[src/rtl/nanov_periph_pkg.sv]
// nanov_periph_pkg
// Register offsets, UART_STATUS bit positions, TX drain FSM states and the
// select-vector type shared by the nanoV peripheral block.
package nanov_periph_pkg;

  localparam logic [31:0] OFF_GPIO        = 32'h00;
  localparam logic [31:0] OFF_GPIO_OE     = 32'h04;
  localparam logic [31:0] OFF_UART_DATA   = 32'h10;
  localparam logic [31:0] OFF_UART_STATUS = 32'h14;
  localparam logic [31:0] OFF_TIMER       = 32'h18;

  localparam int unsigned ST_TX_FULL      = 0;
  localparam int unsigned ST_RX_NONEMPTY  = 1;
  localparam int unsigned ST_RX_UNDERFLOW = 2;
  localparam int unsigned ST_TX_IDLE      = 3;
  localparam int unsigned ST_TX_DROP      = 4;
  localparam int unsigned ST_TX_BUSY      = 5;

  typedef enum logic [1:0] {
    TX_IDLE  = 2'd0,
    TX_ISSUE = 2'd1,
    TX_WAIT  = 2'd2
  } tx_state_e;

  // One-hot register select latched on addr_strobe.
  typedef struct packed {
    logic timer;
    logic status;
    logic data;
    logic oe;
    logic gpio;
  } sel_t;

  // Store data arrives bit-reversed on the CPU bus.
  function automatic logic [31:0] bit_rev32(input logic [31:0] v);
    logic [31:0] r;
    r = '0;
    for (int unsigned i = 0; i < 32; i++) r[i] = v[31 - i];
    return r;
  endfunction

endpackage

[src/rtl/nanov_sync_fifo.sv]
// nanov_sync_fifo
// Single-clock FIFO, DEPTH a power of two.
//   push/din  : write din when not full (full is the pre-pop value)
//   pop       : remove head when not empty
//   dout      : current head, combinational
//   full/empty: registered from the next count
//   count     : number of stored entries
module nanov_sync_fifo #(
  parameter int unsigned WIDTH = 8,
  parameter int unsigned DEPTH = 4
) (
  input  logic                       clk,
  input  logic                       rst_n,
  input  logic                       push,
  input  logic                       pop,
  input  logic [WIDTH-1:0]           din,
  output logic [WIDTH-1:0]           dout,
  output logic                       full,
  output logic                       empty,
  output logic [$clog2(DEPTH+1)-1:0] count
);
  import nanov_periph_pkg::*;

  localparam int unsigned AW = $clog2(DEPTH);
  localparam int unsigned CW = $clog2(DEPTH + 1);

  logic [WIDTH-1:0] mem [DEPTH];
  logic [AW-1:0]    wr_ptr;
  logic [AW-1:0]    rd_ptr;
  logic             do_push;
  logic             do_pop;
  logic [CW-1:0]    count_nxt;

  assign do_push = push & ~full;
  assign do_pop  = pop & ~empty;
  assign dout    = mem[rd_ptr];

  always_comb begin
    count_nxt = count;
    if (do_push && !do_pop)      count_nxt = count + 1'b1;
    else if (!do_push && do_pop) count_nxt = count - 1'b1;
  end

  always_ff @(posedge clk) begin
    if (!rst_n) begin
      wr_ptr <= '0;
      rd_ptr <= '0;
      count  <= '0;
      full   <= 1'b0;
      empty  <= 1'b1;
    end else begin
      if (do_push) wr_ptr <= wr_ptr + 1'b1;
      if (do_pop)  rd_ptr <= rd_ptr + 1'b1;
      count <= count_nxt;
      full  <= (count_nxt == CW'(DEPTH));
      empty <= (count_nxt == '0);
    end
  end

  always_ff @(posedge clk) begin
    if (do_push) mem[wr_ptr] <= din;
  end

endmodule

[src/rtl/nanov_periph_bus.sv]
// nanov_periph_bus
// Memory-mapped GPIO / UART FIFO / timer block for the nanoV SoC.
//   clk, rst_n                      : clock, synchronous active-low reset
//   addr_strobe/data_strobe/read_strobe, cpu_data : CPU serial bus strobes
//   rd_data                         : load data (combinational from select)
//   gpio_in/gpio_out/gpio_oe        : GPIO pins, output and direction regs
//   uart_tx_en/uart_tx_data/uart_tx_busy : handshake with uart_tx
//   uart_rx_valid/uart_rx_data/uart_rx_read : handshake with uart_rx
//   timer                           : free-running, loadable counter
module nanov_periph_bus #(
  parameter logic [31:0] BASE_ADDR = 32'h1000_0000,
  parameter int unsigned GPIO_W    = 8,
  parameter int unsigned TX_DEPTH  = 4,
  parameter int unsigned RX_DEPTH  = 4
) (
  input  logic              clk,
  input  logic              rst_n,
  input  logic              addr_strobe,
  input  logic              data_strobe,
  input  logic              read_strobe,
  input  logic [31:0]       cpu_data,
  output logic [31:0]       rd_data,
  input  logic [GPIO_W-1:0] gpio_in,
  output logic [GPIO_W-1:0] gpio_out,
  output logic [GPIO_W-1:0] gpio_oe,
  output logic              uart_tx_en,
  output logic [7:0]        uart_tx_data,
  input  logic              uart_tx_busy,
  input  logic              uart_rx_valid,
  input  logic [7:0]        uart_rx_data,
  output logic              uart_rx_read,
  output logic [31:0]       timer
);
  import nanov_periph_pkg::*;

  logic [31:0] wdata;
  logic [31:0] offset;
  sel_t        sel;
  sel_t        sel_nxt;
  logic [GPIO_W-1:0] gpio_in_q;
  logic        rx_underflow;
  logic        tx_drop;
  logic        ack_q;
  tx_state_e   tx_state;
  logic        wait_cnt;
  logic        wr_data, wr_status, rd_pop_req;

  logic [7:0]  tx_head, rx_head;
  logic        tx_full, tx_empty, rx_full, rx_empty;
  logic [$clog2(TX_DEPTH+1)-1:0] tx_count;
  logic [$clog2(RX_DEPTH+1)-1:0] rx_count;
  logic [31:0] status;

  assign wdata  = bit_rev32(cpu_data);
  assign offset = cpu_data - BASE_ADDR;

  always_comb begin
    sel_nxt        = '0;
    sel_nxt.gpio   = (offset == OFF_GPIO);
    sel_nxt.oe     = (offset == OFF_GPIO_OE);
    sel_nxt.data   = (offset == OFF_UART_DATA);
    sel_nxt.status = (offset == OFF_UART_STATUS);
    sel_nxt.timer  = (offset == OFF_TIMER);
  end

  assign wr_data    = data_strobe & sel.data;
  assign wr_status  = data_strobe & sel.status;
  assign rd_pop_req = read_strobe & sel.data;

  // ack_q blocks the cycle after an ack so uart_rx can drop valid first.
  assign uart_rx_read = rst_n & uart_rx_valid & ~rx_full & ~ack_q;

  nanov_sync_fifo #(.WIDTH(8), .DEPTH(TX_DEPTH)) u_tx_fifo (
    .clk   (clk),
    .rst_n (rst_n),
    .push  (wr_data),
    .pop   (tx_state == TX_ISSUE),
    .din   (wdata[7:0]),
    .dout  (tx_head),
    .full  (tx_full),
    .empty (tx_empty),
    .count (tx_count)
  );

  nanov_sync_fifo #(.WIDTH(8), .DEPTH(RX_DEPTH)) u_rx_fifo (
    .clk   (clk),
    .rst_n (rst_n),
    .push  (uart_rx_read),
    .pop   (rd_pop_req),
    .din   (uart_rx_data),
    .dout  (rx_head),
    .full  (rx_full),
    .empty (rx_empty),
    .count (rx_count)
  );

  always_ff @(posedge clk) begin
    if (!rst_n) begin
      sel          <= '0;
      gpio_out     <= '0;
      gpio_oe      <= '0;
      gpio_in_q    <= '0;
      timer        <= '0;
      rx_underflow <= 1'b0;
      tx_drop      <= 1'b0;
      ack_q        <= 1'b0;
    end else begin
      if (addr_strobe) sel <= sel_nxt;
      gpio_in_q <= gpio_in;
      ack_q     <= uart_rx_read;
      if (data_strobe && sel.gpio) gpio_out <= wdata[GPIO_W-1:0];
      if (data_strobe && sel.oe)   gpio_oe  <= wdata[GPIO_W-1:0];
      if (data_strobe && sel.timer) timer <= wdata;
      else                          timer <= timer + 32'd1;
      if (wr_data && tx_full)                        tx_drop <= 1'b1;
      else if (wr_status && wdata[ST_TX_DROP])       tx_drop <= 1'b0;
      if (rd_pop_req && rx_empty)                    rx_underflow <= 1'b1;
      else if (wr_status && wdata[ST_RX_UNDERFLOW])  rx_underflow <= 1'b0;
    end
  end

  // WAIT leaves on the first busy sighting or after its second cycle.
  always_ff @(posedge clk) begin
    if (!rst_n) begin
      tx_state     <= TX_IDLE;
      uart_tx_en   <= 1'b0;
      uart_tx_data <= '0;
      wait_cnt     <= 1'b0;
    end else begin
      uart_tx_en <= 1'b0;
      case (tx_state)
        TX_IDLE: begin
          if (!tx_empty && !uart_tx_busy) begin
            tx_state     <= TX_ISSUE;
            uart_tx_en   <= 1'b1;
            uart_tx_data <= tx_head;
          end
        end
        TX_ISSUE: begin
          tx_state <= TX_WAIT;
          wait_cnt <= 1'b0;
        end
        TX_WAIT: begin
          if (uart_tx_busy || wait_cnt) tx_state <= TX_IDLE;
          else                          wait_cnt <= 1'b1;
        end
        default: tx_state <= TX_IDLE;
      endcase
    end
  end

  always_comb begin
    status                  = '0;
    status[ST_TX_FULL]      = tx_full;
    status[ST_RX_NONEMPTY]  = (rx_count != '0);
    status[ST_RX_UNDERFLOW] = rx_underflow;
    status[ST_TX_IDLE]      = (tx_count == '0) && (tx_state == TX_IDLE) && !uart_tx_busy;
    status[ST_TX_DROP]      = tx_drop;
    status[ST_TX_BUSY]      = uart_tx_busy;
  end

  always_comb begin
    rd_data = '0;
    if (sel.gpio)   rd_data = 32'(gpio_in_q);
    if (sel.oe)     rd_data = 32'(gpio_oe);
    if (sel.data)   rd_data = rx_empty ? 32'd0 : 32'(rx_head);
    if (sel.status) rd_data = status;
    if (sel.timer)  rd_data = timer;
  end

endmodule

[config.mk]
export PLATFORM = sky130hd
export DESIGN_NAME = nanov_periph_bus
export DESIGN_NICKNAME = d
export VERILOG_FILES = /design/src/rtl/nanov_periph_pkg.sv /design/src/rtl/nanov_sync_fifo.sv /design/src/rtl/nanov_periph_bus.sv
export SDC_FILE = /design/constraint.sdc
export NUM_CORES = 1
export LEC_CHECK = 0
export CAP_MARGIN = 0
export CORE_MARGIN = 2
export CORE_UTILIZATION = 47
export CTS_CLUSTER_SIZE = 10
export DETAILED_ROUTE_END_ITERATION = 8
export HOLD_SLACK_MARGIN = 0.06
export PLACE_DENSITY = 0.74
export SKIP_LAST_GASP = 1
export SLEW_MARGIN = 20
export SYNTH_ARGS = -nofsm -noshare
export SYNTH_HDL_FRONTEND = slang
export SYNTH_SLANG_ARGS = --single-unit
[constraint.sdc]
create_clock -name clk -period 1.6 [get_ports clk]
set_input_delay 0.16 -clock clk [delete_from_list [all_inputs] [get_ports clk]]
set_output_delay 0.16 -clock clk [all_outputs]
set_load 0.01 [all_outputs]
==> metrics <==
number of cells on the critical path=7; post-DR wirelength/cell=18.8 um; CP Max Fanout=7; num rows=44; Via Count=6174; Via density=5.60; placer congestion estimate=0.883; Yosys reg bits=160; grt ovf=0; num ports=145; CP max stage delay=roughly 0.50 ns; Synth area leaders=dfxtp_1 27%, edfxtp_1 27%, mux4_2 5.1%, and2_1 3.8%, a21oi_1 3.1%; Mapped Avg Cell Area=10.7 um^2; number of synthesized flops with an enable pin=64; Antenna Nets Post-Route=0; DR iter-0 viols=513; area used by multi-input combinational logic=3220 um^2; most frequent cells in the layout=110 x buf_4, 76 x clkdlybuf4s50_1, 72 x dfxtp_1; pin count of the biggest net entering global routing=55; post-synth top area cell=dfxtp_1; synth-to-layout area growth=47.6%; DRC=0; min cycle time layout=2.11 ns; clk_lat worst skew=0.43 ns; maximum clock frequency=474 MHz; synth warn=0; WHS Path Cells=2; Synth top area share=27.1%; WHS Endpoint=u_tx_fifo.mem[0][4]; Buf/Inv on CP=3; global-route wire length before repair=about 32000 um; FF-to-FF path depth=6; RSZ-0062 raised after global routing=true; TritonCTS Buffers=17; post-synthesis mux area share=approximately 7.6%; Die W=approximately 130 um; n_diodes=0; CTS H-tree depth=4; Mapped Area=7090 um^2; relative slew slack=between 70% and 80%; Reg area=3890 um^2; Peak VDD IR=0.829 mV; Leakage=around 4.2 nW; Total Routing Usage GR=25.6%; total wire length=20700 um; Synth Area in XOR/XNOR=4.20%; Slowest-stage cell, CP=mux4_2; sequential cell area fraction in the yosys report=54.2%; Simple-Gate Fraction of Synth Area=17.9%; Adder-Cell Fraction of Synth Area=under 10%; R2R Path Start=u_rx_fifo.empty; worst path cell trace=buf_12 -> mux4_2 -> inv_2 -> o22ai_2 -> mux2i_1 -> o21ai_1 -> buf_2; Worst R2R End=u_rx_fifo.full; Die Ht=127 um; CP startpoint kind=register; Pwr per Cell Area=between 800 and 900 nW/um^2; largest family of logic cells by synthesized area=simple AND/OR/NAND/NOR gates; die area=16100 um^2; worst-margin pin slew=between 0.4 and 0.5 ns; Gate Count Post-Synth=660; IO buf count=144; share of post-route cells with drive strength above 1=27.3%; Min-Delay Path Class=primary input to register; Reg clk slew, reported paths=0.06 ns; CP Data Arrival Time=roughly 2.0 ns; Synth Area in Compound Gates=10.0%; setup slack after layout=-0.508 ns; status=complete, but fails checks; initial antenna violation count=0; Fin. Hold Viols=0; worst path required time=1.44 ns; Max Slew Vio Count=0; Final period util=132%; flop2flop setup slack=-0.04 ns; nets@finish=975; Synth cell types=54; non-filler cells, final=1102; CP endpoint kind=primary output; core footprint=14600 um^2; placed wire-length estimate=around 15000 um; drt pass-1 iters=5; CTS tree=yes; commonest non-fill, non-tap cell in the layout=buf_4; clock root buffer=clkbuf_16; Setup-failing EPs final=11; clock sinks=160; starting density of the core=48.4%; Max-Cap Viols=0; ys flop type=dfxtp_1; vias in the first global route=6109; failing checks=negative setup slack; dpl cells=1062; worst hold path startpoint=cpu_data[27]; CTS max path bufs=2; worst hold margin=0.238 ns; Largest delay share family, worst path=multiplexers; Mapped Nets=730; Crit Path Category=register to primary output; clk_skew=between 0.007 and 0.008 ns; async set or reset register ratio after synthesis=0%; fillers=1056
## Yosys cell counts, types with 3 or more instances
library cell	number
buf_2	8
ha_1	15
nor3_1	8
edfxtp_1	64
clkbuf_1	29
nor2_1	52
nor2b_1	3
xnor2_1	21
and4_1	3
a211oi_1	12
and3_1	3
xor2_1	13
nand2b_1	4
nand2_1	50
a311oi_1	3
dfxtp_1	96
nor4_1	9
nand4_1	9
mux4_2	16
a32oi_1	3
a22oi_1	9
inv_1	18
nand3_1	32
mux2i_1	17
o21ai_0	32
or3_1	4
o22ai_1	6
and2_1	43
a21oi_1	44
## registers in the layout, indices dropped and copies added, names as in the netlist, 2 cells and up, named ones only
name and count:
u_tx_fifo.rd_ptr 2, gpio_oe 8, tx_state 2, gpio_in_q 8
uart_tx_data 8, u_rx_fifo.mem 32, u_rx_fifo.rd_ptr 2, u_tx_fifo.wr_ptr 2
timer 32, u_tx_fifo.mem 32, u_tx_fifo.count 3, u_rx_fifo.wr_ptr 2
sel 5, gpio_out 8, u_rx_fifo.count 3
## worst register-to-register path, cell delays in order (launching register included)
cell and delay, ns:
dfxtp_1 0.32, buf_4 0.14, nand3b_1 0.25, nor2_2 0.29
a22oi_2 0.15, mux2i_1 0.26, nor2b_2 0.18
## cell families after synthesis
group / count (synthesis)
AO/OA/AOI/OAI: 119
XOR/XNOR: 34
adder cells (fa/ha/maj): 15
buffers and inverters: 60
flip-flops: 160
multiplexers: 34
AND/OR/NAND/NOR: 238
## final cells by class
type | instances | share of cell area [%]
Clock buffer | 20 | 4.17
Clock inverter | 12 | 1.82
Inverter | 19 | 0.681
Multi-Input combinational cell | 440 | 30.8
Sequential cell | 160 | 37.1
Tap cell | 184 | 2.20
Timing Repair Buffer | 267 | 23.2
## repair_timing
item | in CTS | in global routing
resized for setup | 123 | 49
buffers inserted | 3 | 5
pin swaps | 13 | 22
setup endpoints to repair | 85 | 40
hold buffers | 0 | 0
## power breakdown
group          switching [mW]  internal (mW)
registers              0.0342           4.29
logic                   0.290          0.314
clock network            1.60           2.75
total                    1.92           7.35
## per-stage QoR
step	TNS [ns]	util (%)	setup slack, ns	total power, mW	instance area, um^2
after floorplan	0	-	0.00327	4.60	7120
after global placement	-14.62	65.6	-0.504	4.95	9610
after detailed placement	-17.93	65.6	-0.605	4.98	9610
after CTS	-4.02	70.3	-0.530	9.31	10300
after global routing	-4.95	71.5	-0.591	9.57	10500
final	-3.92	71.5	-0.508	9.27	10500
## routing by layer
metal	track usage, %	up-vias	part of all wire, %
met3	6.58	49	7.0
met4	8.53	0	2.5
met1	32.3	2984	40
met2	43.2	276	51
li1	-	2865	-
met5	0	-	0
## how the worst max path moves through the flow
stage,start,endpoint,slack [ns]
detailed placement,cpu_data[29],sel[1],-0.61
finish,register,rd_data[2],-0.51
floorplan,timer[0],timer[30],0.003
global route,register,rd_data[3],-0.59
global placement,register,rd_data[5],-0.50
CTS,register,rd_data[1],-0.53
Note: power is estimated with default switching activity, not from simulation.
